--- src/rtl/mmio_test_mailbox_pkg.sv ---
// rtl/mmio_test_mailbox_pkg.sv - shared state encoding and register offsets for the test mailbox
package mmio_test_mailbox_pkg;

    typedef enum logic [1:0] {
        ST_RUN     = 2'b00,
        ST_PASS    = 2'b01,
        ST_FAIL    = 2'b10,
        ST_TIMEOUT = 2'b11
    } mbox_state_t;

    localparam logic [3:0] OFF_RESULT  = 4'h0;
    localparam logic [3:0] OFF_CKPT    = 4'h4;
    localparam logic [3:0] OFF_CYCLES  = 4'h8;
    localparam logic [3:0] OFF_SCRATCH = 4'hC;

endpackage

--- src/rtl/mailbox_watchdog.sv ---
// rtl/mailbox_watchdog.sv - saturating run-cycle counter with expiry compare
module mailbox_watchdog #(
    parameter int unsigned TIMEOUT_CYCLES = 1000
) (
    input  logic        clk,
    input  logic        reset,
    input  logic        en,
    output logic [31:0] cycles,
    output logic        expired
);

    localparam logic [31:0] LIMIT = 32'(TIMEOUT_CYCLES - 1);

    logic [31:0] r_cycles;

    always_ff @(posedge clk or posedge reset) begin
        if (reset) begin
            r_cycles <= '0;
        end else if (en && (r_cycles != 32'hFFFF_FFFF)) begin
            r_cycles <= r_cycles + 32'd1;
        end
    end

    // Expiry fires on the edge that carries the count up to TIMEOUT_CYCLES.
    assign cycles  = r_cycles;
    assign expired = en && (r_cycles == LIMIT);

endmodule

--- src/rtl/mmio_test_mailbox.sv ---
// rtl/mmio_test_mailbox.sv - memory-mapped PASS/FAIL/checkpoint mailbox with watchdog for test programs
module mmio_test_mailbox
    import mmio_test_mailbox_pkg::*;
#(
    parameter logic [31:0] BASE_ADDR      = 32'h0000_0F00,
    parameter int unsigned TIMEOUT_CYCLES = 1000,
    parameter logic [31:0] PASS_MAGIC     = 32'h0000_0001
) (
    input  logic        clk,
    input  logic        reset,
    input  logic [31:0] DataAdr,
    input  logic [31:0] WriteData,
    input  logic        MemWrite,
    output logic [31:0] ReadData,
    output logic        hit,
    output logic [1:0]  state,
    output logic        done,
    output logic        pass,
    output logic [15:0] fail_code,
    output logic [31:0] checkpoint,
    output logic [31:0] cycles
);

    mbox_state_t r_state;
    logic [15:0] r_fail_code;
    logic [31:0] r_checkpoint;
    logic [7:0]  r_ckpt_count;
    logic [31:0] r_scratch;

    logic [31:0] w_off;
    logic [3:0]  w_sel;
    logic        w_hit;
    logic        w_run;
    logic        w_wr;
    logic        w_result_wr;
    logic        w_ckpt_wr;
    logic        w_scratch_wr;
    logic [31:0] w_cycles;
    logic        w_expired;

    // Subtracting first keeps the window test correct for bases that are not 16-byte aligned.
    assign w_off = DataAdr - BASE_ADDR;
    assign w_sel = w_off[3:0];
    assign w_hit = (w_off < 32'd16) && (DataAdr[1:0] == 2'b00);
    assign w_run = (r_state == ST_RUN);
    assign w_wr  = MemWrite && w_hit;

    assign w_result_wr  = w_wr && w_run && (w_sel == OFF_RESULT) && (WriteData != 32'd0);
    assign w_ckpt_wr    = w_wr && w_run && (w_sel == OFF_CKPT);
    assign w_scratch_wr = w_wr && (w_sel == OFF_SCRATCH);

    mailbox_watchdog #(
        .TIMEOUT_CYCLES(TIMEOUT_CYCLES)
    ) u_watchdog (
        .clk    (clk),
        .reset  (reset),
        .en     (w_run),
        .cycles (w_cycles),
        .expired(w_expired)
    );

    // A verdict written on the expiry edge takes priority over the timeout.
    always_ff @(posedge clk or posedge reset) begin
        if (reset) begin
            r_state     <= ST_RUN;
            r_fail_code <= '0;
        end else if (w_result_wr) begin
            if (WriteData == PASS_MAGIC) begin
                r_state <= ST_PASS;
            end else begin
                r_state     <= ST_FAIL;
                r_fail_code <= WriteData[15:0];
            end
        end else if (w_expired) begin
            r_state <= ST_TIMEOUT;
        end
    end

    always_ff @(posedge clk or posedge reset) begin
        if (reset) begin
            r_checkpoint <= '0;
            r_ckpt_count <= '0;
        end else if (w_ckpt_wr) begin
            r_checkpoint <= WriteData;
            if (r_ckpt_count != 8'hFF) begin
                r_ckpt_count <= r_ckpt_count + 8'd1;
            end
        end
    end

    always_ff @(posedge clk or posedge reset) begin
        if (reset) begin
            r_scratch <= '0;
        end else if (w_scratch_wr) begin
            r_scratch <= WriteData;
        end
    end

    always_comb begin
        ReadData = 32'd0;
        if (w_hit) begin
            case (w_sel)
                OFF_RESULT:  ReadData = {30'd0, r_state};
                OFF_CKPT:    ReadData = {r_ckpt_count, r_checkpoint[23:0]};
                OFF_CYCLES:  ReadData = w_cycles;
                OFF_SCRATCH: ReadData = r_scratch;
                default:     ReadData = 32'd0;
            endcase
        end
    end

    assign hit        = w_hit;
    assign state      = r_state;
    assign done       = (r_state != ST_RUN);
    assign pass       = (r_state == ST_PASS);
    assign fail_code  = r_fail_code;
    assign checkpoint = r_checkpoint;
    assign cycles     = w_cycles;

endmodule

--- config.mk ---
export PLATFORM = sky130hd
export DESIGN_NAME = mmio_test_mailbox
export DESIGN_NICKNAME = d
export VERILOG_FILES = /design/src/rtl/mmio_test_mailbox_pkg.sv /design/src/rtl/mailbox_watchdog.sv /design/src/rtl/mmio_test_mailbox.sv
export SDC_FILE = /design/constraint.sdc
export NUM_CORES = 1
export LEC_CHECK = 0
export ABC_AREA = 1
export BUFFER_PORTS_ARGS = -buffer_cell sky130_fd_sc_hd__buf_2
export CAP_MARGIN = 25
export CORE_MARGIN = 4
export CORE_UTILIZATION = 30
export CTS_BUF_LIST = sky130_fd_sc_hd__clkbuf_4
export DETAILED_ROUTE_END_ITERATION = 10
export PLACE_DENSITY_LB_ADDON = 0.15
export SLEW_MARGIN = 20
export SYNTH_ARGS = -nofsm -noshare
export SYNTH_HDL_FRONTEND = slang
export SYNTH_HIERARCHICAL = 1
export SYNTH_SLANG_ARGS = --single-unit
--- constraint.sdc ---
create_clock -name clk -period 2.9 [get_ports clk]
set_input_delay 0.29 -clock clk [delete_from_list [all_inputs] [get_ports clk]]
set_output_delay 0.29 -clock clk [all_outputs]
set_load 0.02 [all_outputs]
### Word level (Yosys, flattened, before mapping)

Cells that the tools add are included.

| word-level totals | value |
|---|---|
| input port bits | 67 |
| register bits after elaboration | 122 |
| output and inout port bits | 117 |
| logic and storage cells | 41 |

| cells by class | value |
|---|---|
| magnitude comparators | 1 |
| multiplexer cells | 5 |
| $add $sub $neg | 3 |
| bitwise operators | 1 |
| reduce and logical (&&, ||, !) cells | 17 |
| eq/ne operators | 8 |

Operators by type and width:

| cell | count |
|---|---|
| 32-bit one-hot mux with 4 select lines | 1 |
| 32-bit by 1-bit adder with 32-bit output, second input constant | 1 |
| 32-bit by 1-bit == test with 1-bit output, second input constant | 1 |
| 32-bit by 10-bit == test with 1-bit output, second input constant | 1 |
| 32-bit by 5-bit less-than comparator with 1-bit output, second input constant | 1 |
| 32-bit 2-to-1 mux | 1 |
| 32-bit != test, second input constant | 1 |
| 32-bit nonzero test | 1 |
| 32-bit by 12-bit subtractor with 32-bit output, second input constant | 1 |
| 1-bit logical AND | 9 |
| 8-bit by 1-bit adder with 8-bit output, second input constant | 1 |
| 4-bit == test, second input constant | 2 |
| 8-bit != test, second input constant | 1 |
| 2-bit 2-to-1 mux | 3 |
| 4-bit by 3-bit == test with 1-bit output, second input constant | 1 |
| 2-bit logical NOT | 2 |
| 4-bit logical NOT | 1 |
| 2-bit AND reduction | 2 |
| 2-bit nonzero test | 2 |
| 2-bit by 1-bit == test with 1-bit output, second input constant | 1 |
| 1-bit inverter | 1 |

### Longest topological paths before layout

| depth | value |
|---|---|
| word-level depth | 8 |
| gate-level depth with buffers | 15 |
| mapped depth without buffers | 15 |

### By module

Netlist, hierarchy kept.

By module, submodules not included:

| module | seq. area each (um2) | cells an instance | area each (um2) | times used |
|---|---|---|---|---|
| mmio_test_mailbox | 2252.2 | 606 | 4687.0 | 1 |
| mailbox_watchdog | 800.8 | 356 | 2242.2 | 1 |

### Least setup slack after synthesis

No wires, ideal clock.

| path | value |
|---|---|
| path type | input -> output |
| from | input port DataAdr[19] |
| to | output port ReadData[24] |
| arrival | 1833 ps |
| stages on the path | 12 |
| data required time | 2610 ps |
| buffers on the path | 1 |
| path slack | 777 ps |
| cells stage by stage | nor2_1 > nand2_1 > nor2_2 > nand2_1 > nand2_1 > nand3_1 > nor2_1 > nand2_2 > nor2_8 > inv_1 > clkbuf_1 > a31oi_1 |

| on the way | value |
|---|---|
| cells in the longest elaborated chain, start to end | 4 |

Ends and longest elaborated chain:

| item | line | source |
|---|---|---|
| from (decl) | mmio_test_mailbox.sv:11 | `input logic [31:0] DataAdr,` |
| 32-bit by 12-bit subtractor with 32-bit output | mmio_test_mailbox.sv:42 | `assign w_off = DataAdr - BASE_ADDR;` |
| 32-bit by 5-bit less-than comparator with 1-bit output | mmio_test_mailbox.sv:44 | `assign w_hit = (w_off < 32'd16) && (DataAdr[1:0] == 2'b00);` |
| 1-bit logical AND | mmio_test_mailbox.sv:44 |  |
| net hit | mmio_test_mailbox.sv:15 | `output logic hit,` |
| 32-bit 2-to-1 mux | mmio_test_mailbox.sv:101 | `if (w_hit) begin` |
| to (decl) | mmio_test_mailbox.sv:14 | `output logic [31:0] ReadData,` |

The timed path passes the listed nets, and every way through them passes these cells.

### Worst setup path after layout

| path | value |
|---|---|
| from | input port DataAdr[19] |
| to | output port ReadData[16] |

| on the way | value |
|---|---|
| cells in the longest elaborated chain, start to end | 4 |

Ends and longest elaborated chain:

| item | line |
|---|---|
| 32-bit by 12-bit subtractor with 32-bit output | mmio_test_mailbox.sv:42 |
| 32-bit by 5-bit less-than comparator with 1-bit output | mmio_test_mailbox.sv:44 |
| 1-bit logical AND | mmio_test_mailbox.sv:44 |
| 32-bit 2-to-1 mux | mmio_test_mailbox.sv:101 |

No other way between the ends.

==> key figures <==
Setup path
  – Kind of start point of the critical path: input pin
  – Critical path, cell by cell: buf_2 > nor2_1 > nand2_1 > nor2_2 > nand2_1 > nand2_1 > nand3_1 > nor2_1 > nand2_2 > nor2_8 > inv_1 > buf_4 > a31oi_1 > buf_2
  – Setup crit end kind: output port
  – Most prevalent standard cell on the critical path: sky130_fd_sc_hd__nand2_1
  – CP Max Fanout: 32
  – Delay of the slowest critical-path stage: between 0.3 and 0.4 ns
  – Cell with the largest stage delay on the worst path: sky130_fd_sc_hd__a31oi_1
  – Critical Path RT: between 2 and 3 ns
  – Data arrival time of the critical path: roughly 2.2 ns
  – Critical Setup Path Class: input pin to output port

STA
  – Setup repair after global routing missed its margin: no
  – Post-route clock period utilization: between 80% and 90%
  – Maximum clock frequency: between 400 and 500 MHz
  – Max-Slew Margin vs Limit: around 57%
  – Final setup skew: approximately 0.027 ns
  – Finish-stage setup viols: 0
  – Final Slew Violations: 0
  – Time the worst path needs with I/O delays and setup: between 2 and 2.5 ns
  – Actual transition at the worst max-transition pin: about 0.64 ns
  – Total count of hold-check failures in the final report: 0
  – Sum of negative setup slack: 0 ns

Drt
  – Remaining design rule violation count: 0
  – Number of vias after detailed routing: 6894
  – Violation count after the first detailed-route iteration: roughly 440
  – Final WL: 23.6 mm
  – Average detailed-routed wire length per instance: ~16 um
  – Count of nets left with antenna violations after detail routing: 0
  – 1st-pass router iterations: 5
  – Via density: about 4.7

Floorplanning
  – Die outline height: about 160 um
  – Standard cell core area: about 23000 sq um
  – Initial cell density of the core: a little under a third
  – Row count: 55
  – Die X: around 160 um
  – Die Outline Area: roughly 26000 sq um
  – Count of pins on the block boundary: ~180

Logic synthesis
  – Async S/R FF share, synth: 100%
  – Mean instance size in the synthesized netlist: ~7.2 sq um
  – Sequential fraction of the synthesis area: approximately 44%
  – EDFF count, synth: 0
  – Syn. warnings: 6
  – Mapped Nets: 1031
  – Most used flip-flop cell after synthesis: sky130_fd_sc_hd__dfrtp_1
  – Gate Count Post-Synth: 962
  – Number of register bits inferred by synthesis: about 120
  – Area of the mapped netlist: ~6900 sq um
  – Distinct cells, synth: 37

Clocking
  – Clock insertion delay at the later pin of the skew report: ~0.56 ns
  – CTS sink count: between 100 and 150
  – CTS tree: built
  – Register clock-pin slew on the reported worst setup and hold paths: 0.13 ns
  – Post_cts resized: 0
  – CTS Buf Count: 17
  – Longest Clk Path Bufs: 2
  – CTS H-Tree Depth: 4
  – Clk root buf: sky130_fd_sc_hd__clkbuf_4

GRT
  – Final global-route overflow total: 0
  – All-layer global routing usage: between 10% and 20%
  – Vias in the first global route: 6697
  – Number of antenna violations at the first check in global routing: 1
  – Maximum number of pins on one net before global-route repair: 55
  – Wire length of the first global-routing pass: 37.9 mm

Power and ir drop
  – Highest ir drop seen on vdd: roughly 0.21 mV
  – Pleak: between 4 and 5 nW
  – P per Cell Area: around 370 nW/um^2

Layout
  – Multi-input gate area: approximately 3400 sq um
  – Fill cell total of the finished layout: about 2500
  – Utilization of the core after routing: 38.6%
  – Most common cell after layout, fill and taps aside: sky130_fd_sc_hd__nand2_1
  – Layout Area Growth over Synthesis: 26.6%
  – Most frequent cells in the layout: sky130_fd_sc_hd__nand2_1, sky130_fd_sc_hd__buf_2, sky130_fd_sc_hd__dfrtp_1, sky130_fd_sc_hd__nor2_1, sky130_fd_sc_hd__inv_1
  – Area taken by flip-flops and latches: 3050 sq um
  – # nets final: between 1000 and 1500
  – Fraction of final layout cells with drive strength greater than 1: about a quarter

Worst hold path
  – Class of the worst hold path: input pin to flip-flop

Placed design
  – RePlAce Congestion: between 0.8 and 0.9
  – HPWL after detailed placement: roughly 18 mm
  – Port bufs: around 180

Status
  – Outcome: finished, final reports clean

Run
  – Max-cap viol count: 0
[per-stage QoR]
step / power [mW] / worst slack (ns) / cells / hold slack, ns / instance area (sq um)
floorplan: 1.81 / 0.275 / 962 / 0.406 / 6930
global placement: 1.91 / 0.350 / 1414 / 0.392 / 8190
detailed placement: 1.91 / 0.357 / 1414 / 0.390 / 8190
CTS: 3.26 / 0.354 / 1474 / 0.00500 / 8770
global route: 3.36 / 0.213 / 1475 / 0.0110 / 8770
finish: 3.21 / 0.440 / 1475 / 0.0461 / 8770
[per-layer routing]
metal	part of all wire, %	wire (um)	GRT usage, %
met1	46	10900	25.3
met2	47	11200	30.0
met3	6.0	1410	4.62
met4	0.75	176	3.79
met5	0	0	0
[timing repair]
item | CTS | global route
endpoints found under the hold margin | 123 | 0
hold buffers | 28 | 0
setup buffers | 0 | 0
endpoints found under the setup margin | 0 | 0
[sequential cells by signal, indices dropped and copies added (netlist names)]
register           cells
checkpoint            32
fail_code             16
r_ckpt_count           8
r_scratch             32
state                  2
u_watchdog/cycles     32
[worst max-delay path: cells and delay by family]
kind | cells | cell delay [ns]
buf+inv | 4 | 0.63
compound gates | 1 | 0.31
simple gates | 9 | 0.91
[layout make-up]
type,instances,area share (%)
multi-input cells,715,38.3
flip-flops and latches,122,34.8
repair buffers,229,15.5
well taps,285,4.07
inverters,91,3.95
clock inverters,15,1.95
clock buffers,17,1.46
diodes,1,0.0285
[cells in the mapped netlist, types with 7 or more instances]
library cell,n,area (sq um)
sky130_fd_sc_hd__xnor2_1,7,61.3
sky130_fd_sc_hd__nand3_1,25,125
sky130_fd_sc_hd__inv_1,85,319
sky130_fd_sc_hd__buf_2,10,50.1
sky130_fd_sc_hd__a31oi_1,27,169
sky130_fd_sc_hd__o21ai_0,21,105
sky130_fd_sc_hd__nor2_2,8,50.1
sky130_fd_sc_hd__nor3_1,11,55.1
sky130_fd_sc_hd__nor2_1,99,372
sky130_fd_sc_hd__nand2_1,365,1370
sky130_fd_sc_hd__nand2_2,12,75.1
sky130_fd_sc_hd__clkbuf_1,16,60.1
sky130_fd_sc_hd__nor4_1,11,68.8
sky130_fd_sc_hd__o21ai_1,56,280
sky130_fd_sc_hd__nand4_1,21,131
sky130_fd_sc_hd__a21oi_1,8,40.0
sky130_fd_sc_hd__o21ai_2,12,105
sky130_fd_sc_hd__dfrtp_1,122,3050
[final timing paths]
path                                        from                     to  slack, ns  depth (start not counted)
max in group asynchronous                  reset         checkpoint[22]       1.87                          4
setup reg to reg           u_watchdog/cycles[17]  u_watchdog/cycles[10]       0.77                          9
setup / recovery                     DataAdr[19]           ReadData[16]       0.44                         14
hold reg to reg                   checkpoint[27]         checkpoint[27]       0.50                          2
min in group asynchronous                  reset          fail_code[12]       0.31                          3
hold / removal                     WriteData[13]          fail_code[13]       0.05                          3
[report_power, final]
part | leakage, nW | total (mW) | switching (mW) | internal, mW
clock | 0.161 | 1.30 | 0.823 | 0.477
combinational | 2.46 | 0.204 | 0.125 | 0.0799
sequential | 1.67 | 1.70 | 0.000000000507 | 1.70
total | 4.29 | 3.21 | 0.948 | 2.26
[kinds of logic after synthesis]
kind of cell | synth area share (%)
adder cells (fa/ha/maj) | 0.361
AND/OR/NAND/NOR | 35.2
XOR/XNOR | 1.64
AO/OA/AOI/OAI | 10.9
flip-flops | 44.1
buffers and inverters | 7.75
(Power assumes the default switching activity.)
